--- config.mk ---
export PLATFORM = sky130hd
export DESIGN_NAME = audio_stream_dac
export DESIGN_NICKNAME = d
export VERILOG_FILES = /design/src/rtl/audio_stream_dac.sv
export SDC_FILE = /design/constraint.sdc
export NUM_CORES = 1
export LEC_CHECK = 0
export ABC_CLOCK_PERIOD_IN_PS = 4400
export BUFFER_PORTS_ARGS = -buffer_cell sky130_fd_sc_hd__buf_2
export CORE_MARGIN = 5
export CORE_UTILIZATION = 55
export DETAILED_ROUTE_END_ITERATION = 8
export GPL_TIMING_DRIVEN = 1
export PLACE_DENSITY_LB_ADDON = 0.15
export SETUP_SLACK_MARGIN = 0.1
export SLEW_MARGIN = 25
export SYNTH_ARGS = -nofsm -noshare
export SYNTH_HDL_FRONTEND = slang
export SYNTH_SLANG_ARGS = --single-unit
--- constraint.sdc ---
create_clock -name Clk -period 4.4 [get_ports Clk]
set_input_delay 1.1 -clock Clk [delete_from_list [all_inputs] [get_ports Clk]]
set_output_delay 1.1 -clock Clk [all_outputs]
set_load 0.02 [all_outputs]
--- src/rtl/audio_stream_dac.sv ---
// Stereo PCM streamer for the WM8731: frames are queued in a FIFO and shifted out
// MSB-first in left-justified format, timed by the codec-mastered BCLK/DACLRCK.
module audio_stream_dac #(
    parameter int SAMPLE_W   = 16,
    parameter int FIFO_DEPTH = 8,
    parameter int UFLOW_W    = 8
) (
    input  logic                          Clk,
    input  logic                          Reset,
    input  logic                          INIT_DONE,
    input  logic                          S_VALID,
    output logic                          S_READY,
    input  logic [SAMPLE_W-1:0]           S_LDATA,
    input  logic [SAMPLE_W-1:0]           S_RDATA,
    input  logic                          MONO,
    input  logic                          MUTE,
    input  logic                          AUD_BCLK,
    input  logic                          AUD_DACLRCK,
    output logic                          AUD_DACDAT,
    output logic                          NEXT_SAMPLE,
    output logic [$clog2(FIFO_DEPTH):0]   FIFO_LEVEL,
    output logic [UFLOW_W-1:0]            UFLOW_CNT
);

    localparam int AW = $clog2(FIFO_DEPTH);
    localparam int FW = 2 * SAMPLE_W;
    localparam logic [AW:0] FULL_LEVEL = (AW + 1)'(FIFO_DEPTH);

    typedef enum logic [1:0] {IDLE, ALIGN, LEFT, RIGHT} state_t;

    state_t              state;
    logic [FW-1:0]       fifo_mem [FIFO_DEPTH];
    logic [AW-1:0]       wr_ptr;
    logic [AW-1:0]       rd_ptr;
    logic [FW-1:0]       head;
    logic [SAMPLE_W-1:0] hold_right;
    logic [SAMPLE_W-1:0] shifter;
    logic [2:0]          bclk_sync;
    logic [2:0]          lrck_sync;
    logic                bclk_fall;
    logic                lrck_rise;
    logic                lrck_fall;
    logic                fifo_empty;
    logic                frame_load;
    logic                push;
    logic                pop;

    // Bit [1] is the synchronised pin, bit [2] its previous value for edge detection.
    always_comb begin
        bclk_fall  = ~bclk_sync[1] &  bclk_sync[2];
        lrck_rise  =  lrck_sync[1] & ~lrck_sync[2];
        lrck_fall  = ~lrck_sync[1] &  lrck_sync[2];
        fifo_empty = (FIFO_LEVEL == '0);
        S_READY    = Reset && (FIFO_LEVEL < FULL_LEVEL);
        push       = S_VALID && S_READY;
        frame_load = INIT_DONE && lrck_rise && ((state == ALIGN) || (state == RIGHT));
        pop        = frame_load && !fifo_empty;
        head       = fifo_mem[rd_ptr];
    end

    assign AUD_DACDAT = shifter[SAMPLE_W-1];

    always_ff @(posedge Clk) begin
        if (push)
            fifo_mem[wr_ptr] <= {S_LDATA, MONO ? S_LDATA : S_RDATA};
    end

    always_ff @(posedge Clk) begin
        if (!Reset) begin
            state       <= IDLE;
            wr_ptr      <= '0;
            rd_ptr      <= '0;
            FIFO_LEVEL  <= '0;
            UFLOW_CNT   <= '0;
            NEXT_SAMPLE <= 1'b0;
            hold_right  <= '0;
            shifter     <= '0;
            bclk_sync   <= '0;
            lrck_sync   <= '0;
        end else begin
            bclk_sync   <= {bclk_sync[1:0], AUD_BCLK};
            lrck_sync   <= {lrck_sync[1:0], AUD_DACLRCK};
            NEXT_SAMPLE <= 1'b0;

            if (push)
                wr_ptr <= wr_ptr + 1'b1;
            if (pop)
                rd_ptr <= rd_ptr + 1'b1;
            if (push && !pop)
                FIFO_LEVEL <= FIFO_LEVEL + 1'b1;
            else if (pop && !push)
                FIFO_LEVEL <= FIFO_LEVEL - 1'b1;

            if (!INIT_DONE) begin
                state   <= IDLE;
                shifter <= '0;
            end else begin
                // Channel loads below override the shift when both fall in the same cycle.
                if (bclk_fall)
                    shifter <= {shifter[SAMPLE_W-2:0], 1'b0};
                case (state)
                    IDLE: state <= ALIGN;
                    ALIGN, RIGHT: begin
                        if (lrck_rise) begin
                            if (!fifo_empty) begin
                                hold_right  <= head[SAMPLE_W-1:0];
                                shifter     <= MUTE ? '0 : head[FW-1:SAMPLE_W];
                                NEXT_SAMPLE <= 1'b1;
                            end else begin
                                hold_right <= '0;
                                shifter    <= '0;
                                if (UFLOW_CNT != '1)
                                    UFLOW_CNT <= UFLOW_CNT + 1'b1;
                            end
                            state <= LEFT;
                        end
                    end
                    LEFT: begin
                        if (lrck_fall) begin
                            shifter <= MUTE ? '0 : hold_right;
                            state   <= RIGHT;
                        end
                    end
                    default: state <= IDLE;
                endcase
            end
        end
    end

endmodule

== Word-level counts from Yosys, hierarchy flattened ==
Memory sizes are Yosys's and may differ from the RTL's. A register that Yosys moved wholly into a read port is not among the register bits.
Cells that the tools add are included.
Widths: inputs -> output; s select.

* Bits in latches: 0
* Bits in registers: 59
* Logic and storage cells: 68
* Memory bits (writable): 256
* Memory bits (read-only): 0
* Output and inout bits: 15
* Memories kept: 1

* Equality and inequality tests: 6
* $mul: 0
* Muxes and demuxes: 19
* Shift operators: 0
* Bitwise operators: 6
* Divide/modulo/power cells: 0
* Add/subtract/negate cells: 5
* Reductions and logical operators: 20
* Magnitude comparators: 1

{| class="wikitable"
|+ Memory list
! name !! words !! width !! rd ports !! clocked after memory_dff !! wr ports !! RTL line !! RTL
|-
| fifo_mem || 8 || 32 || 1 || 1 || 1 || 32 || <nowiki>logic [FW-1:0] fifo_mem [FIFO_DEPTH];</nowiki>
|}

{| class="wikitable"
|+ Operator list
! cell !! number
|-
| $mux 16 || 8
|-
| $pmux 16 s2 || 1
|-
| $add 8x1->8 const B || 1
|-
| $mux 4 || 2
|-
| $ne 8x8->1 const B || 1
|-
| $logic_and 1x1->1 || 7
|-
| $add 3x1->3 const B || 2
|-
| $mux 3 || 2
|-
| $pmux 2 s3 || 1
|-
| $reduce_and 5->1 || 1
|-
| $add 4x1->4 const B || 1
|-
| $eq 2x2->1 const B || 2
|-
| $logic_not 4->1 || 1
|-
| $lt 4x4->1 const B || 1
|-
| $mux 2 || 2
|-
| $ne 2x2->1 const B || 2
|-
| $reduce_and 2->1 || 2
|-
| $reduce_and 4->1 || 1
|-
| $sub 4x1->4 const B || 1
|-
| $and 1x1->1 || 3
|-
| $logic_not 1->1 || 3
|-
| $mux 1 || 3
|-
| $not 1->1 || 3
|-
| $reduce_and 3->1 || 1
|-
| other kinds (5) || 5
|}

== Depth between registers and ports, before layout ==
Gate-level depths: netlist of run 1.

* Depth in word-level cells: 8
* Mapped depth: 11

== Least setup slack after synthesis of run 1 ==
No wires, ideal clock.

* Path type: input to register
* From: input Reset
* To: memory fifo_mem[0][0] (netlist bit), enable pin
* Data required time: 3.939 ns
* Arrival: 3.794 ns
* Setup time: 0.461 ns
* Slack: 0.145 ns
* Path buffers: 1
* Cell stages on the path: 4
* Path through: and3b_1 > clkbuf_1 > nand2b_1 > nor3_1

* Word-level cells in the longest chain between the ends: 4

{| class="wikitable"
|+ Ends and longest elaborated chain
! element !! RTL line !! RTL
|-
| start: declaration || 9 || <nowiki>input logic Reset,</nowiki>
|-
| $logic_and 1x1->1 || 54 || <nowiki>S_READY = Reset && (FIFO_LEVEL < FULL_LEVEL);</nowiki>
|-
| $logic_and 1x1->1 || 55 || <nowiki>push = S_VALID && S_READY;</nowiki>
|-
| named net push || 45 || <nowiki>logic push;</nowiki>
|-
| $mux 1 || 64 || <nowiki>if (push)</nowiki>
|-
| $mux 1 || 65 || <nowiki>fifo_mem[wr_ptr] <= {S_LDATA, MONO ? S_LDATA : S_RDATA};</nowiki>
|-
| end: declaration || 32 ||
|}

The timed path passes the listed nets, and every way through them passes these cells.

== Final worst setup path of run 1 ==
* From: input INIT_DONE
* To: register FIFO_LEVEL[3]

* Word-level cells in the longest chain between the ends: 6
* Elaborated cells on any way between the ends: 8
* Those cells by class: mux: 1; reduce/logical: 7

{| class="wikitable"
|+ Ends and longest elaborated chain
! element !! RTL line !! RTL
|-
| start: declaration || 10 || <nowiki>input logic INIT_DONE,</nowiki>
|-
| $logic_and 1x1->1 * (2 in series) || 56 || <nowiki>frame_load = INIT_DONE && lrck_rise && ((state == ALIGN) || (state == RIGHT));</nowiki>
|-
| $logic_and 1x1->1 * || 57 || <nowiki>pop = frame_load && !fifo_empty;</nowiki>
|-
| $logic_not 1->1 || 89 || <nowiki>if (push && !pop)</nowiki>
|-
| $logic_and 1x1->1 || 89 ||
|-
| $mux 4 / $reduce_bool 2->1 (equally long branches) || n/a ||
|-
| end signal: assignment || 90 || <nowiki>FIFO_LEVEL <= FIFO_LEVEL + 1'b1;</nowiki>
|-
| end signal: assignment || 92 || <nowiki>FIFO_LEVEL <= FIFO_LEVEL - 1'b1;</nowiki>
|-
| end: declaration || 21 || <nowiki>output logic [$clog2(FIFO_DEPTH):0] FIFO_LEVEL,</nowiki>
|}

Mark *: on every way between the ends. The rest lies on a longest branch, timed or not.
A chain may end at the register's enable or synchronous reset.

==> metrics, run 1 <==
Final Cell Area=14,200 sq um; syn avg cell area=18.7 sq um; Top Ports=55; GR Overflow Total=0; Vias=6,265; Non-Filler Instances=1,041; Hold Vio Cnt, Final=0; Worst path max stage delay=360 ps; clock-pin slew on the worst setup and hold paths=60 ps; row cnt=54; clock sink count=318; CP required=4780 ps; Max transition margin=41.7%; Placeable Area=22,000 sq um; die outline width=160 um; ys flop type=edfxtp_1; Seq cells post-synth=318; Global Route Usage Sum=19.2%; Initial Utilization=56.1%; GPL Wtd Cong=0.788; period utilisation layout=69.7%; vias in the first global route=6,671; Routed WL=24,000 um; initial antenna violation count=0; HP Class=flop to flop; post-DP HPWL=14,100 um; skew final=16.6 ps; fin nets=783; CTS Buffer Depth=3; syn_nets=705; Post-synth top cells=256 x edfxtp_1, 64 x mux4_2, 62 x dfxtp_1, 48 x mux2_2, 39 x nand2_1; RSZ-0062 raised after global routing=false; dominant cell by count in the synthesized netlist=edfxtp_1; clock root cell=clkbuf_16; area post-placement=13,100 sq um; number of synthesized flops with an enable pin=256; DIE AREA=25,500 sq um; status=complete, no violations; Syn Inst Count=658; critical path type=input port to flop; Leak Pwr=4.62 nW; pwr dens=451 nW/um^2; Pins Over Slew Limit=0; Residual DRC=0; MaxCap Viol Count=0; crit path launch type=input port; Final Core Density=64.6%; final critical-path required period=3070 ps; share of cells above drive strength 1=33.5%; Max IR drop VDD=0.332 mV; setup TNS=0 ps; Sequential Area=8930 sq um; Die Span Y=160 um; Clk Latency, worst-skew pair=500 ps; Max Fanout on Critical Path=6; CP arrival=3450 ps; DRT iter0 DRCs=497; Yosys warnings=0; ant diodes=0; fmax=326 MHz; Tightest Pin Transition=875 ps; Worst setup EP type=flop; synthesized area=12,300 sq um; Num CTS Buffers=34; FILL cells=1,479; largest net degree at the start of global routing=39; CTS Hold Bufs=0; ANT nets after route=0; slowest cell on the critical path=and4b_1; post-synth top area cell=edfxtp_1; first-pass GRT wire length=38,100 um; CTS tree=done; sequential cell area fraction in the yosys report=72.5%; Post-CTS Setup Inserts=0; WL/cell=23.0 um; H-tree level count=2; worst path cell trace=buf_2 -> and4b_1 -> nor2b_1 -> inv_1 -> ha_1 -> inv_1 -> ha_1 -> a21oi_1 -> a211oi_1 -> a31oi_1 -> mux2_2; post-CTS sizing=0; first drt pass iteration count=6; vias per inst=6.02; asr flop ratio synth=0%; area share of the largest cell type after synthesis=62.4%; Tot Pwr=6.40 mW; Area Overhead vs Synth=15.2%; Cell variety after synth=48; Hold Slack=443 ps; port bufs=54; top post-synthesis cells by area=edfxtp_1 62%, mux4_2 12%, dfxtp_1 10%; multi-input logic area=3270 sq um; placed cell count=980; min setup slack post-route=1330 ps; Setup Viol. Count Final=0; post-place setup slack=847 ps
==> per-layer routing <==
metal | vias to the layer above | share of wire (%) | GRT usage [%]
li1 | 2820 | - | -
met1 | 3219 | 43 | 27.0
met2 | 180 | 49 | 31.5
met3 | 46 | 5.8 | 3.48
met4 | 0 | 2.0 | 5.36
met5 | - | 0 | 0
==> cell type report <==
cell class	count	share of cell area (%)
flip-flops and latches	318	63.0
multi-input cells	300	23.1
clock buffers	47	6.70
repair buffers	76	3.33
well taps	280	2.47
clock inverters	14	1.25
inverters	6	0.159
==> critical path, delay by kind of cell <==
family | cells | cell delay (ps)
simple gates | 2 | 690
fa+ha+maj | 2 | 490
compound gates | 3 | 490
mux | 1 | 350
buf+inv | 3 | 340
==> where the power goes <==
part | internal, mW | switching [mW] | total (mW)
Clock | 1.75 | 1.08 | 2.83
Sequential | 3.30 | 0.0224 | 3.33
Combinational | 0.0955 | 0.146 | 0.242
Total | 5.15 | 1.25 | 6.40
==> layout by cell type (no fill, tap or decap), types with 4 or more instances in the layout <==
cell	Yosys	routed
nor2_4	0	6
clkinv_2	0	4
bufinv_16	0	4
inv_1	5	5
nand2b_1	6	6
buf_2	4	54
nand3_1	8	8
a21oi_1	22	22
mux2_2	48	48
clkbuf_1	22	9
and2_1	7	7
buf_4	4	19
xor2_1	4	4
dfxtp_1	62	59
mux4_2	64	64
clkbuf_16	0	35
ha_1	6	6
edfxtp_1	256	256
nand2_1	39	39
a221o_1	15	15
nor3_2	1	4
a22o_1	16	16
nor2_1	21	15
==> sequential cells by signal, summed over array words and instances, names as in the netlist, named ones only <==
register / count
FIFO_LEVEL: 4
NEXT_SAMPLE: 1
UFLOW_CNT: 8
bclk_sync: 3
fifo_mem: 256
hold_right: 16
lrck_sync: 3
rd_ptr: 3
shifter: 16
state: 2
wr_ptr: 3
==> worst paths after layout <==
check / start / depth (start not counted) / to / slack [ps]
setup / recovery: INIT_DONE / 11 / FIFO_LEVEL[3]$_SDFFE_PN0P_ / 1330
hold reg to reg: lrck_sync[0]$_SDFF_PN0_ / 1 / lrck_sync[1]$_SDFF_PN0_ / 440
hold / removal: lrck_sync[0]$_SDFF_PN0_ / 1 / lrck_sync[1]$_SDFF_PN0_ / 440
setup reg to reg: FIFO_LEVEL[0]$_SDFFE_PN0P_ / 10 / FIFO_LEVEL[3]$_SDFFE_PN0P_ / 1590
==> cells by family after synthesis <==
logic type                 Yosys count  share of synthesized area, %
DFF                                318                          72.5
adders and majority gates            7                         0.772
buffers and inverters               40                          1.38
muxes                              115                          16.3
and+or+nand+nor                    103                          4.26
AOI/OAI and AO/OA                   69                          4.31
xor gates and xnor gates             6                         0.427
(Power assumes the default switching activity.)
==> inputs of run 2 (changes only) <==
--- a/config.mk
+++ b/config.mk
@@ -5,7 +5,7 @@
 export SDC_FILE = /design/constraint.sdc
 export NUM_CORES = 1
 export LEC_CHECK = 0
-export ABC_CLOCK_PERIOD_IN_PS = 4400
+export ABC_CLOCK_PERIOD_IN_PS = 2700
 export BUFFER_PORTS_ARGS = -buffer_cell sky130_fd_sc_hd__buf_2
 export CORE_MARGIN = 5
 export CORE_UTILIZATION = 55
==> constraint.sdc (replaced) <==
create_clock -name Clk -period 2.7 [get_ports Clk]
set_input_delay 0.675 -clock Clk [delete_from_list [all_inputs] [get_ports Clk]]
set_output_delay 0.675 -clock Clk [all_outputs]
set_load 0.02 [all_outputs]
==> metrics, run 2 (synthesis gave the netlist of run 1 again) <==
pwr dens=696 nW/um^2 (+54%); Post-CTS Setup Inserts=0 (unchanged); largest net degree at the start of global routing=65 (+67%); worst path cell trace=nor4_4 -> nor2b_4 -> inv_1 -> ha_1 -> inv_1 -> ha_4 -> a21oi_2 -> a211oi_1 -> a31oi_1 -> mux2_2; CTS Buffer Depth=3 (unchanged); initial antenna violation count=0 (unchanged); post-CTS sizing=0 (unchanged); Residual DRC=0 (unchanged); HP Class=input port to flop; fmax=433 MHz; critical path type=flop to flop; Global Route Usage Sum=19.1% (-0.13 points); status=complete, no violations; Tightest Pin Transition=751 ps (-123 ps); DIE AREA=25,500 sq um (unchanged); ANT nets after route=0 (unchanged); Initial Utilization=56.1% (unchanged); Hold Vio Cnt, Final=0 (unchanged); Top Ports=55 (unchanged); ant diodes=0 (unchanged); RSZ-0062 raised after global routing=false; Max Fanout on Critical Path=5 (-1); slowest cell on the critical path=nor4_4; Clk Latency, worst-skew pair=550 ps (+50 ps); hold_sp=AUD_DACLRCK; vias in the first global route=6,554 (-1.8%); Final Cell Area=14,300 sq um (+0.91%); Setup Viol. Count Final=0 (unchanged); first drt pass iteration count=5 (-1); MaxCap Viol Count=0 (unchanged); max reg flops=256 (unchanged); fin nets=789 (+0.77%); row cnt=54 (unchanged); GPL Wtd Cong=0.781 (-0.86%); Num CTS Buffers=31 (-8.8%); clock sink count=318 (unchanged); most frequent cells in the layout=256 x edfxtp_1, 64 x mux4_2, 60 x dfxtp_1; GR Overflow Total=0 (unchanged); Die Span Y=160 um (unchanged); H-tree level count=1 (-1); crit path launch type=flop; Max IR drop VDD=0.559 mV (+68%); setup TNS=0 ps (unchanged); die outline width=160 um (unchanged); period utilisation layout=85.5%; WL/cell=23.1 um (+0.41%); area post-placement=13,300 sq um (+2.0%); CTS Hold Bufs=0 (unchanged); critical path startpoint=FIFO_LEVEL[0]$_SDFFE_PN0P_; Routed WL=24,200 um (+0.99%); Pins Over Slew Limit=0 (unchanged); skew final=7.00 ps (-9.62 ps); Top reg by flops=fifo_mem; Worst setup EP type=flop; first-pass GRT wire length=38,000 um (-0.34%); commonest non-fill, non-tap cell in the layout=edfxtp_1; final critical-path required period=2310 ps; Vias=6,273 (+0.13%); clock root cell=clkbuf_16; share of cells above drive strength 1=34.4% (+0.91 points); Hold Slack=348 ps (-94.2 ps); clock-pin slew on the worst setup and hold paths=60 ps (about the same); Area Overhead vs Synth=16.2%; DRT iter0 DRCs=382 (-23%); CTS tree=done; post-DP HPWL=14,400 um (+2.3%); Leak Pwr=4.64 nW (+0.40%); Placeable Area=22,000 sq um (unchanged); vias per inst=5.99 (-0.45%); Reg-to-Reg Start=FIFO_LEVEL[0]$_SDFFE_PN0P_; Worst path max stage delay=410 ps (+50 ps); port bufs=54 (unchanged); Max transition margin=49.9% (+8.2 points); CP arrival=2740 ps (-710 ps); CP required=3130 ps (-1650 ps); Largest regs=fifo_mem (256), hold_right (16), shifter (16); CP most frequent cell=inv_1
## run 2: cell count changes in the layout (fill, tap and decap cells not counted), moves of 3 or more
cell / before / now
clkbuf_16: 35 / 31
nor3_4: 0 / 3
clkinv_2: 4 / 10
buf_4: 19 / 15
nor3_2: 4 / 1
buf_12: 3 / 16
clkbuf_8: 3 / 0
clkbuf_1: 9 / 4
clkinv_1: 3 / 7
## run 2: metal layers
layer | global-route usage, % | up-vias | wire, um
met5 | 0 | - | 0
met4 | 4.30 | 0 | 482
met3 | 2.78 | 39 | 1220
met2 | 32.9 | 173 | 12400
met1 | 26.2 | 3234 | 10100
li1 | - | 2827 | -
## run 2: report_power, final
part / internal (mW) / switching [mW] / total, mW / leakage (nW)
Combinational: 0.178 / 0.250 / 0.428 / 1.34
Sequential: 5.38 / 0.0373 / 5.42 / 2.81
Clock: 2.39 / 1.73 / 4.12 / 0.487
## run 2: per-stage QoR
stage / setup WS, ps / instances / total power, mW / util [%]
after detailed placement: 35.1 / 989 / 5.95 / 60.7
after floorplan: -274 / 658 / 5.76 / -
final: 392 / 1047 / 9.97 / 65.2
after global routing: 284 / 1047 / 10.3 / 65.2
after CTS: 392 / 1047 / 10.1 / 65.2
after global placement: 74.7 / 989 / 5.93 / 60.7
## run 2: final cells by class
| type | instances | area [sq um] |
|---|---|---|
| multi-input combinational | 300 | 3320 |
| clock inverter | 23 | 195 |
| timing repair buffer | 85 | 703 |
| clock buffer | 35 | 791 |
| sequential | 318 | 8930 |
| fill | 1480 | 7650 |
| inverter | 6 | 22.5 |
| tap | 280 | 350 |
## run 2: path summary, 6_finish.rpt
| path | slack, ps | depth (start not counted) | to |
|---|---|---|---|
| worst max register to register | 390 | 10 | FIFO_LEVEL[3]$_SDFFE_PN0P_ |
| worst min-delay path | 350 | 2 | lrck_sync[0]$_SDFF_PN0_ |
| worst min register to register | 440 | 1 | bclk_sync[1]$_SDFF_PN0_ |
| worst max-delay path | 390 | 10 | FIFO_LEVEL[3]$_SDFFE_PN0P_ |
## run 2: worst max-delay path: cells and delay by family, from the launching register on
kind                       cells  cell delay (ps)
adders and majority gates      2              400
and+or+nand+nor                2              480
AOI/OAI and AO/OA              3              400
buffers and inverters          2              170
muxes                          1              340
DFF                            1              380
